$ cat src/rtl/and4_bist_ctrl.sv
// ---------------------------------------------------------------------------
// and4_bist_ctrl
//
// Built-in self-test sequencer for the 4-input AND gate datapath. A start
// request in IDLE walks vec through every input combination 0 .. 2^N_IN-1.
// Each vector is held for SETTLE cycles (WAIT) and the observed gate output
// is then compared against &vec in a single CHECK cycle. The run ends in a
// one-cycle DONE state that pulses done and publishes pass.
//
// Optional feature macro: ABORT_EN
//   When defined, an extra input 'abort' cancels a run in WAIT or CHECK and
//   returns the FSM to IDLE without a done pulse. Partial err_cnt, fail_vec
//   and fail_valid are kept.
//
// Ports:
//   clk         in   1      system clock, rising edge
//   rst_n       in   1      asynchronous active-low reset
//   start       in   1      run request, sampled only in IDLE
//   f_obs       in   1      observed gate output, sampled only in CHECK
//   abort       in   1      (ABORT_EN only) cancel the current run
//   vec         out  N_IN   stimulus, vec[N_IN-1]=a ... vec[0]=d
//   busy        out  1      high from start acceptance until DONE exits
//   done        out  1      one-cycle pulse at the end of a run
//   pass        out  1      run result, valid from done until next start
//   err_cnt     out  ERR_W  saturating mismatch count
//   fail_vec    out  N_IN   first mismatching vector
//   fail_valid  out  1      fail_vec holds a captured vector
// ---------------------------------------------------------------------------
module and4_bist_ctrl #(
  parameter int N_IN   = 4,
  parameter int SETTLE = 1,
  parameter int ERR_W  = 5
) (
  input  logic             clk,
  input  logic             rst_n,
  input  logic             start,
  input  logic             f_obs,
`ifdef ABORT_EN
  input  logic             abort,
`endif
  output logic [N_IN-1:0]  vec,
  output logic             busy,
  output logic             done,
  output logic             pass,
  output logic [ERR_W-1:0] err_cnt,
  output logic [N_IN-1:0]  fail_vec,
  output logic             fail_valid
);

  // A settle time of zero would leave no cycle for vec to reach the gate.
  if (SETTLE < 1) begin : g_bad_settle
    $error("and4_bist_ctrl: SETTLE must be >= 1");
  end

  localparam int               CNT_W    = (SETTLE > 1) ? $clog2(SETTLE) : 1;
  localparam logic [CNT_W-1:0] CNT_LAST = CNT_W'(SETTLE - 1);
  localparam logic [ERR_W-1:0] ERR_MAX  = '1;
  localparam logic [N_IN-1:0]  VEC_LAST = '1;

  typedef enum logic [1:0] {
    S_IDLE,
    S_WAIT,
    S_CHECK,
    S_DONE
  } state_t;

  state_t           r_state;
  logic [CNT_W-1:0] r_cnt;
  logic [N_IN-1:0]  r_vec;
  logic             r_busy;
  logic             r_done;
  logic             r_pass;
  logic [ERR_W-1:0] r_err;
  logic [N_IN-1:0]  r_fail_vec;
  logic             r_fail_valid;

  logic             w_abort;
  logic             w_mismatch;
  logic [ERR_W-1:0] w_err_next;

`ifdef ABORT_EN
  assign w_abort = abort;
`else
  assign w_abort = 1'b0;
`endif

  assign w_mismatch = (f_obs != (&r_vec));
  // Count value after this CHECK; also feeds pass so a miss on the last
  // vector is reflected in the same DONE cycle.
  assign w_err_next = (w_mismatch && (r_err != ERR_MAX)) ? r_err + 1'b1 : r_err;

  always_ff @(posedge clk or negedge rst_n) begin
    if (!rst_n) begin
      r_state      <= S_IDLE;
      r_cnt        <= '0;
      r_vec        <= '0;
      r_busy       <= 1'b0;
      r_done       <= 1'b0;
      r_pass       <= 1'b0;
      r_err        <= '0;
      r_fail_vec   <= '0;
      r_fail_valid <= 1'b0;
    end else begin
      r_done <= 1'b0;
      case (r_state)
        S_IDLE: begin
          if (start) begin
            r_vec        <= '0;
            r_err        <= '0;
            r_fail_valid <= 1'b0;
            r_fail_vec   <= '0;
            r_pass       <= 1'b0;
            r_cnt        <= '0;
            r_busy       <= 1'b1;
            r_state      <= S_WAIT;
          end
        end
        S_WAIT: begin
          if (w_abort) begin
            r_busy  <= 1'b0;
            r_pass  <= 1'b0;
            r_state <= S_IDLE;
          end else if (r_cnt == CNT_LAST) begin
            r_state <= S_CHECK;
          end else begin
            r_cnt <= r_cnt + 1'b1;
          end
        end
        S_CHECK: begin
          // Abort wins over the compare: the partial results stay as they were.
          if (w_abort) begin
            r_busy  <= 1'b0;
            r_pass  <= 1'b0;
            r_state <= S_IDLE;
          end else begin
            r_err <= w_err_next;
            if (w_mismatch && !r_fail_valid) begin
              r_fail_vec   <= r_vec;
              r_fail_valid <= 1'b1;
            end
            if (r_vec == VEC_LAST) begin
              r_done  <= 1'b1;
              r_pass  <= (w_err_next == '0);
              r_state <= S_DONE;
            end else begin
              r_vec   <= r_vec + 1'b1;
              r_cnt   <= '0;
              r_state <= S_WAIT;
            end
          end
        end
        S_DONE: begin
          r_busy  <= 1'b0;
          r_state <= S_IDLE;
        end
        default: r_state <= S_IDLE;
      endcase
    end
  end

  assign vec        = r_vec;
  assign busy       = r_busy;
  assign done       = r_done;
  assign pass       = r_pass;
  assign err_cnt    = r_err;
  assign fail_vec   = r_fail_vec;
  assign fail_valid = r_fail_valid;

endmodule

$ cat config.mk
export PLATFORM = sky130hd
export DESIGN_NAME = and4_bist_ctrl
export DESIGN_NICKNAME = d
export VERILOG_FILES = /design/src/rtl/and4_bist_ctrl.sv
export SDC_FILE = /design/constraint.sdc
export NUM_CORES = 1
export LEC_CHECK = 0
export ABC_AREA = 1
export CAP_MARGIN = 20
export CORE_MARGIN = 3
export CORE_UTILIZATION = 54
export CTS_CLUSTER_DIAMETER = 80
export CTS_CLUSTER_SIZE = 24
export DETAILED_ROUTE_END_ITERATION = 16
export PLACE_DENSITY = 0.83
export SLEW_MARGIN = 20
export SYNTH_ARGS = -nofsm -noshare
export SYNTH_HDL_FRONTEND = slang
export SYNTH_SLANG_ARGS = --single-unit
$ cat constraint.sdc
create_clock -name clk -period 4.4 [get_ports clk]
set_input_delay 1.32 -clock clk [delete_from_list [all_inputs] [get_ports clk]]
set_output_delay 1.32 -clock clk [all_outputs]
set_load 0.005 [all_outputs]
==> results.py <==
metrics = {
    "status": {
        "status": "complete, no violations",
    },
    "setup_path": {
        "worst_setup_path_end_kind": "output port",
        "crit_path_start_kind": "flip-flop",
        "path_delay_family": "buffers and inverters",
        "path_class": "reg2out",
        "crit_path_max_incr_delay_ns": 0.55,
        "crit_chain": "clkdlybuf4s50_1",
        "critPathSlowestCell": "clkdlybuf4s50_1",
        "critPathMaxFanout": 8,
        "critical_path_depth": 1,
        "critical_path_arrival_ns": 1.32,
        "path_buf_inv": 1,
        "reg2reg_depth": 7,
        "required_ns": 3.08,
    },
    "sta": {
        "grt_setup_unrepaired": "no",
        "slew_headroom_pct": 44.3,
        "setup_viol": 0,
        "max_freq_ghz": 0.378,
        "slew_viol_final": 0,
        "finClkSkew_ns": 0.00611,
        "hold_violations": 0,
        "period_share_pct": 60.1,
        "period_minus_slack_ns": 2.64,
        "tightest_slew_ns": 0.833,
        "setup-tns-final_ns": 0,
        "holdWs_ns": 0.499,
    },
    "global_routing": {
        "grt_max_degree": 20,
        "antenna_found_initial": 0,
        "gr-usage-all-layers_pct": 20.6,
        "grt_pass1_vias": 937,
        "grt_pass1_wl_microns": 4040,
        "busiest_layer": "met2",
        "overflow": 0,
        "gr-usage-met2_pct": 38.5,
        "use_met1_pct": 23.0,
        "gr-usage-met3_pct": 4.75,
    },
    "die": {
        "dieWidth_microns": 50.6,
        "io_pins": 21,
        "fp.dieH_microns": 50.6,
        "die-area_sq_mm": 0.00256,
        "core_sq_mm": 0.00180,
        "start_util_pct": 59.5,
        "rows": 15,
    },
    "synth": {
        "synth_seq_area_share_pct": 44.3,
        "yosys.cell_types.count": 22,
        "syn-cell-area_sq_mm": 0.00107,
        "yosysTopAreaCell": "dfrtp_1",
        "ys_seq_elements": 19,
        "yosys_warnings": 0,
        "yosys-top-cells-area": "dfrtp_1 (44%), nand2_1 (8.8%), ha_1 (8.2%)",
        "synth.avg_cell_area_sq_um": 8.12,
        "synth_nets": 143,
        "synth_top_area_share_pct": 44.3,
        "synthCells": 132,
    },
    "layout": {
        "antennaDiodeCount": 0,
        "nFillCells": 157,
        "drive_above_1_share_pct": 8.39,
        "syn_to_final_growth_pct": 23.3,
        "nets": 167,
    },
    "cts": {
        "clk_latency_ns": 0.29,
        "cts_hold_buf": 0,
        "cts_root_buffer": "clkbuf_4",
        "cts_resized": 0,
        "cts_buffer_depth": 2,
        "post_cts_buffers": 0,
        "cts_tree": "yes",
        "clock-sinks": 19,
        "numCtsBuffers": 3,
        "clk_pin_slew_ns": 0.11,
        "htree_levels": 1,
    },
    "power": {
        "p_leak_nw": 0.634,
        "power_density_mw_per_mm2": 519,
        "ir_worst_vdd_v": 0.000408,
    },
    "placement": {
        "io_buffers": 20,
        "gp_congestion": 0.831,
        "hpwl_microns": 1690,
    },
    "route": {
        "wirelength_microns": 2200,
        "drt_first_pass_iters": 4,
        "ant_nets": 0,
        "drt_iter0_drc": 19,
        "routed_via_density": 5.10,
        "vias": 918,
        "post-route-drc-count": 0,
        "wl_per_cell_microns": 12.2,
    },
    "flow_run": {
        "max_cap_violations": 0,
    },
    "hold_path": {
        "min_path_cells": 2,
        "hp-class": "reg2reg",
    },
}
==> final cells by class <==
class	count	area [sq um]	share of cell area [%]
Clock buffer	4	26.3	1.99
Inverter	26	97.6	7.38
Multi-Input combinational cell	86	492	37.2
Sequential cell	19	475	36.0
Tap cell	25	31.3	2.37
Timing Repair Buffer	20	200	15.1
==> layer usage <==
layer  share of wire [%]  vias to the layer above  wire length, microns
met3                 4.1                        2                    91
met1                  44                      423                   970
met5                   0                        -                     0
met4                0.68                        0                    15
met2                  51                       22                  1120
li1                    -                      471                     -
==> synthesized netlist by cell type, drive strengths merged <==
cell   number
a21oi       4
dfrtp      19
o22ai       6
a22o        1
o31ai       1
inv        26
ha          7
o21ai       6
nand4       4
xor2        1
xnor2       1
buf         1
a31o        1
nand3      12
nor2       14
nor3        1
nand2      27
==> cell usage in the layout, fill, tap and decap left out <==
master,count
a21oi_1,4
a22o_1,1
a31o_1,1
clkbuf_1,1
clkbuf_4,3
clkdlybuf4s50_1,20
dfrtp_1,19
ha_1,7
inv_1,23
inv_2,3
nand2_1,25
nand2_2,2
nand3_1,11
nand3_2,1
nand4_1,4
nor2_1,10
nor2_2,2
nor2_4,2
nor3_1,1
o21ai_0,6
o22ai_1,6
o31ai_1,1
xnor2_1,1
xor2_1,1
==> metrics by stage <==
| step | worst slack, ns | cell area, sq um | util, % | std cells | total power, mW |
|---|---|---|---|---|---|
| 2_1_floorplan | 2.33 | 1070 | - | 132 | 0.481 |
| 3_3_place_gp | 1.74 | 1300 | 71.9 | 176 | 0.583 |
| 3_5_place_dp | 1.69 | 1300 | 71.9 | 176 | 0.603 |
| 4_1_cts | 1.75 | 1320 | 73.4 | 180 | 0.691 |
| 5_1_grt | 1.66 | 1320 | 73.4 | 180 | 0.750 |
| 6_report | 1.76 | 1320 | 73.4 | 180 | 0.687 |
==> flip-flops by register name (all words and copies together) (netlist names) <==
signal,flops
r_state,2
err_cnt,5
fail_valid,1
vec,4
busy,1
done,1
pass,1
fail_vec,4
==> cell families (layout without fill, tap and decap cells) <==
group                      Yosys count  after routing  synth area share (%)
buffers and inverters               27             50                  9.80
xor gates and xnor gates             2              2                  1.63
DFF                                 19             19                  44.3
and+or+nand+nor                     58             58                  25.6
AOI/OAI and AO/OA                   19             19                  10.5
adders and majority gates            7              7                  8.17
==> power breakdown <==
part	internal, mW	leakage [nW]	switching, mW
Sequential	0.214	0.253	0.0378
Combinational	0.144	0.366	0.203
Clock	0.0352	0.0150	0.0519
Total	0.394	0.634	0.293
==> final timing paths <==
path | start | to | slack (ns)
worst max-delay path | vec[2] | vec[2] | 1.76
worst min-delay path | pass | pass | 0.50
worst max register to register | r_state[0] | fail_vec[2] | 2.57
worst min register to register | pass | pass | 0.50
max in group asynchronous | rst_n | fail_vec[1] | 2.39
min in group asynchronous | rst_n | err_cnt[0] | 1.49
Note: power is estimated with default switching activity, not from simulation.
